`src/rtl/display_pkg.sv`:
```
// Shared seven-segment constants for the clock displays.
// All display pins are active-low.
package display_pkg;

  localparam logic SEG_ACTIVE   = 1'b0;
  localparam logic ANODE_ACTIVE = 1'b0;
  localparam logic DP_OFF       = 1'b1;

  localparam logic [3:0] ANODES_OFF = 4'b1111;

  // Segment order {g,f,e,d,c,b,a}
  localparam logic [6:0] SEG_OFF  = 7'b1111111;
  localparam logic [6:0] SEG_DASH = 7'b0111111;
  localparam logic [6:0] SEG_0    = 7'b1000000;
  localparam logic [6:0] SEG_1    = 7'b1111001;
  localparam logic [6:0] SEG_2    = 7'b0100100;
  localparam logic [6:0] SEG_3    = 7'b0110000;
  localparam logic [6:0] SEG_4    = 7'b0011001;
  localparam logic [6:0] SEG_5    = 7'b0010010;
  localparam logic [6:0] SEG_6    = 7'b0000010;
  localparam logic [6:0] SEG_7    = 7'b1111000;
  localparam logic [6:0] SEG_8    = 7'b0000000;
  localparam logic [6:0] SEG_9    = 7'b0010000;

endpackage

```
`src/rtl/bcd_to_7seg.sv`:
```
// BCD digit to active-low seven-segment pattern.
// Values above 9 show a dash.
module bcd_to_7seg
  import display_pkg::*;
(
  input  logic [3:0] bcd,
  output logic [6:0] seg
);

  always_comb begin
    seg = SEG_DASH;
    case (bcd)
      4'd0: seg = SEG_0;
      4'd1: seg = SEG_1;
      4'd2: seg = SEG_2;
      4'd3: seg = SEG_3;
      4'd4: seg = SEG_4;
      4'd5: seg = SEG_5;
      4'd6: seg = SEG_6;
      4'd7: seg = SEG_7;
      4'd8: seg = SEG_8;
      4'd9: seg = SEG_9;
      default: seg = SEG_DASH;
    endcase
  end

endmodule

```
`src/rtl/time_display.sv`:
```
// Four-digit multiplexed display driver: per-frame snapshot of the BCD time bus,
// blanked digit scan, leading-zero suppression, PM dot and optional blink.
module time_display
  import display_pkg::*;
#(
  parameter int DIGIT_PERIOD = 5000,
  parameter int BLANK_CYCLES = 250,
  parameter int BLINK_FRAMES = 125
) (
  input  logic        i_Clk,
  input  logic        i_Reset_n,
  input  logic [15:0] i_Time,
  input  logic        i_PM,
  input  logic        i_Blink_En,
  output logic [6:0]  o_Segments,
  output logic        o_DP,
  output logic [3:0]  o_Anodes
);

  localparam int P_W   = (DIGIT_PERIOD > 1) ? $clog2(DIGIT_PERIOD) : 1;
  localparam int CNT_W = (BLINK_FRAMES > 1) ? $clog2(BLINK_FRAMES) : 1;

  localparam logic [P_W-1:0]   P_LAST   = P_W'(DIGIT_PERIOD - 1);
  localparam logic [P_W-1:0]   P_BLANK  = P_W'(BLANK_CYCLES);
  localparam logic [CNT_W-1:0] CNT_LAST = CNT_W'(BLINK_FRAMES - 1);

  logic [P_W-1:0]   p;
  logic [1:0]       d;
  logic [16:0]      snap;
  logic             snap_valid;
  logic             blink_en_q;
  logic [CNT_W-1:0] blink_cnt;
  logic             phase;
  logic             frame_start;
  logic [3:0]       nibble;
  logic [6:0]       seg_dec;
  logic             lit;
  logic [3:0]       anode_nxt;
  logic [6:0]       seg_nxt;
  logic             dp_nxt;

  assign frame_start = (p == P_LAST) && (d == 2'd3);

  always_ff @(posedge i_Clk or negedge i_Reset_n) begin
    if (!i_Reset_n) begin
      p <= P_LAST;
      d <= 2'd3;
    end else if (p == P_LAST) begin
      p <= '0;
      d <= d + 2'd1;
    end else begin
      p <= p + P_W'(1);
    end
  end

  // Blink phase only advances across consecutive enabled frames, so the
  // first enabled frame is always visible.
  always_ff @(posedge i_Clk or negedge i_Reset_n) begin
    if (!i_Reset_n) begin
      snap       <= '0;
      snap_valid <= 1'b0;
      blink_en_q <= 1'b0;
      blink_cnt  <= '0;
      phase      <= 1'b1;
    end else if (frame_start) begin
      snap       <= {i_PM, i_Time};
      snap_valid <= 1'b1;
      blink_en_q <= i_Blink_En;
      if (!i_Blink_En || !blink_en_q) begin
        blink_cnt <= '0;
        phase     <= 1'b1;
      end else if (blink_cnt == CNT_LAST) begin
        blink_cnt <= '0;
        phase     <= ~phase;
      end else begin
        blink_cnt <= blink_cnt + CNT_W'(1);
      end
    end
  end

  bcd_to_7seg u_dec (
    .bcd (nibble),
    .seg (seg_dec)
  );

  // snap_valid keeps the tail of the reset-state slot (d=3) dark.
  always_comb begin
    nibble = snap[3:0];
    case (d)
      2'd0: nibble = snap[3:0];
      2'd1: nibble = snap[7:4];
      2'd2: nibble = snap[11:8];
      2'd3: nibble = snap[15:12];
      default: nibble = snap[3:0];
    endcase

    lit       = snap_valid && (p >= P_BLANK) && !(blink_en_q && !phase);
    anode_nxt = ANODES_OFF;
    seg_nxt   = SEG_OFF;
    dp_nxt    = DP_OFF;
    if (lit) begin
      anode_nxt[d] = ANODE_ACTIVE;
      seg_nxt      = ((d == 2'd3) && (nibble == 4'd0)) ? SEG_OFF : seg_dec;
      if ((d == 2'd0) && snap[16]) dp_nxt = SEG_ACTIVE;
    end
  end

  always_ff @(posedge i_Clk or negedge i_Reset_n) begin
    if (!i_Reset_n) begin
      o_Anodes   <= ANODES_OFF;
      o_Segments <= SEG_OFF;
      o_DP       <= DP_OFF;
    end else begin
      o_Anodes   <= anode_nxt;
      o_Segments <= seg_nxt;
      o_DP       <= dp_nxt;
    end
  end

endmodule

```
`config.mk`:
```
export PLATFORM = sky130hd
export DESIGN_NAME = time_display
export DESIGN_NICKNAME = d
export VERILOG_FILES = /design/src/rtl/display_pkg.sv /design/src/rtl/bcd_to_7seg.sv /design/src/rtl/time_display.sv
export SDC_FILE = /design/constraint.sdc
export NUM_CORES = 1
export LEC_CHECK = 0
export ABC_AREA = 1
export CAP_MARGIN = 20
export CORE_MARGIN = 4
export CORE_UTILIZATION = 40
export DETAILED_ROUTE_END_ITERATION = 10
export GPL_ROUTABILITY_DRIVEN = 0
export SETUP_SLACK_MARGIN = 0.3
export SYNTH_ARGS = -nofsm -noshare
export SYNTH_HDL_FRONTEND = slang
export SYNTH_HIERARCHICAL = 1
export SYNTH_SLANG_ARGS = --single-unit
```
`constraint.sdc`:
```
create_clock -name i_Clk -period 6.5 [get_ports i_Clk]
set_input_delay 0.65 -clock i_Clk [delete_from_list [all_inputs] [get_ports i_Clk]]
set_output_delay 0.65 -clock i_Clk [all_outputs]
set_load 0.1 [all_outputs]
```
==> flow_summary.json <==
{
  "grt_use_met3_pct": 3.30,
  "netlist_area_um2": 2900,
  "path_class": "register to output port",
  "vdd_drop_max_mv": 0.107,
  "track_usage_pct": 14.4,
  "synth_seq_cells": 54,
  "start_util_pct": 42.0,
  "drive_above_1_share_pct": 12.1,
  "worstHoldPathType": "register to register",
  "postCtsResizedCells": 0,
  "htreeDepth": 2,
  "clk_pin_slew_ns": 0.09,
  "cts_root_buf": "clkbuf_8",
  "crit_path_max_incr_delay_ns": 1.12,
  "postCtsSetupBuffers": 0,
  "io_buffers": 31,
  "p_total_uw": 534,
  "grt_pass1_wl_mm": 10.2,
  "grt_max_degree": 55,
  "vias_per_cell": 4.57,
  "skew_ns": 0.00495,
  "leakagePower_uw": 0.00168,
  "register_area_um2": 1380,
  "dieArea_um2": 8690,
  "syn_avg_cell_area_um2": 7.93,
  "core-area_um2": 6910,
  "power.density_nw_per_um2": 160,
  "fp.dieH_um": 93.2,
  "diodes": 0,
  "period_share_pct": 39.9,
  "slew-limit-headroom_pct": 35.1,
  "fin_tns_setup_ns": 0,
  "path_cells": "clkdlybuf4s50_1",
  "grt.busiest_layer": "met2",
  "cts_max_path_buffers": 2,
  "antenna_found_initial": 0,
  "grt_pass1_vias": 2202,
  "ios": 32,
  "final_nets": 431,
  "vias": 2257,
  "worstPathRequired_ns": 5.85,
  "startpoint_type": "register",
  "fin_crit_ns": 2.59,
  "clock_latency_ns": 0.29,
  "syn_inst": 366,
  "post-dp-hpwl_mm": 4.12,
  "path_delay_family": "buffers and inverters",
  "cap_viol_max_count": 0,
  "yosysUniqueCellTypes": 30,
  "cts_tree": "yes",
  "drc": 0,
  "drt_pass1_iterations": 4,
  "gr-usage-met2_pct": 22.3,
  "grt-ovfl-total": 0,
  "ant_nets": 0,
  "gr-usage-met1_pct": 20.5,
  "arrival_ns": 1.94,
  "clock_sinks": 54,
  "cp-end-kind": "output port",
  "tightest_slew_ns": 0.970,
  "multi_input_area_um2": 1270,
  "slowest_stage": "clkdlybuf4s50_1",
  "synth_edf_count": 0,
  "num_rows": 30,
  "regToRegSetupSlack_ns": 4.18,
  "die_w_um": 93.2,
  "setup_viol": 0,
  "synthArstFlopShare_pct": 100,
  "yosysWarnings": 6,
  "area_growth_pct": 15.1,
  "fin_util_pct": 48.4,
  "cts-buffers-inserted": 5,
  "cp_max_fo": 1,
  "status": "finished, final reports clean",
  "path_buf_inv": 1,
  "whs_ns": 0.463,
  "cts_hold_buf": 0,
  "num-fill-cells": 706,
  "rsz0062_at_grt": "false",
  "synth_ff_type": "dfrtp_1",
  "finalWirelength_mm": 5.57,
  "fmax_ghz": 0.386,
  "syn_nets": 400,
  "avgRoutedWirePerCell_um": 11.3,
  "hold_viol": 0,
  "slew_viol_final": 0,
  "seq_area_frac_synth_pct": 47.5,
  "drt_iter0_drc": 106
}
path summary, 6_finish.rpt:
check,start,depth (start not counted),endpoint
setup / recovery,o_DP,1,o_DP
hold / removal,snap[16],1,o_DP
setup reg to reg,d[1],12,o_Segments[3]
hold reg to reg,snap[16],1,o_DP
max in group asynchronous,i_Reset_n,2,snap[13]
min in group asynchronous,i_Reset_n,2,snap[0]
cell usage in the layout, fill, tap and decap left out, types with 4 or more instances in the layout:
master             n
nand3_1           33
nand4_1            6
o21ai_0            4
nand2_1          132
clkbuf_8           5
nor2_1            26
o21ai_1            4
inv_1             44
nand2_2            5
ha_1              14
dfstp_2           22
dfrtp_1           32
clkdlybuf4s50_1   30
nor3_1             5
a21oi_1            8
xor2_1             4
Yosys cell counts, drive strengths merged, types with 5 or more instances:
library cell,instances,area share [%]
inv,46,5.9
o21ai,11,2.3
nand4,6,1.3
nand3,36,6.7
dfrtp,32,28
nor3,5,0.86
a21oi,9,1.7
buf,8,2.5
ha,14,6.0
nor2,29,4.2
nand2,137,18
dfstp,22,20
registers in the layout, indices dropped and copies added (netlist names):
signal and count:
snap 17, o_Anodes 4, d 2, snap_valid 1, blink_cnt 7, p 13, o_DP 1, blink_en_q 1
phase 1, o_Segments 7
worst reg2reg max path: stages (launching register included):
cell and delay (ns):
dfstp_2 0.56, ha_1 0.34, nand2_1 0.09, nand2_1 0.07, inv_1 0.04, a21oi_1 0.34, inv_1 0.17, ha_1 0.31
nand2_1 0.06, nand3_1 0.09, nand2_1 0.05, inv_1 0.05, nand3_1 0.07
per-stage QoR:
stage / area, um^2 / cells / setup slack (ns)
after CTS: 3340 / 494 / 3.88
after global routing: 3340 / 494 / 3.85
after global placement: 3260 / 486 / 4.23
after detailed placement: 3260 / 486 / 4.15
after floorplan: 2900 / 366 / 4.42
final: 3340 / 494 / 3.91
cell type report:
| type | instances | share of cell area [%] |
|---|---|---|
| Inverter | 47 | 5.31 |
| Sequential cell | 54 | 41.2 |
| Timing Repair Buffer | 32 | 9.36 |
| Tap cell | 96 | 3.59 |
| Multi-Input combinational cell | 257 | 38.1 |
| Clock buffer | 8 | 2.40 |
power breakdown:
group          internal, uW  switching, uW
sequential              336              0
clock                  76.9            102
combinational          10.2           9.24
total                   424            111
logic make-up (layout without fill, tap and decap cells):
logic type	count (synthesis)	after routing	share of synthesized area, %
AND/OR/NAND/NOR	215	215	31.6
AO/OA/AOI/OAI	23	23	4.70
XOR/XNOR	5	5	1.51
flip-flops	54	54	47.5
adder cells (fa/ha/maj)	14	14	6.03
buffers and inverters	55	87	8.66
metal layers:
layer	vias up	wire [um]
met5	-	0
met4	0	53
met3	4	249
met2	37	2440
met1	1020	2830
li1	1196	-
Power figures use the tool's default switching activity.
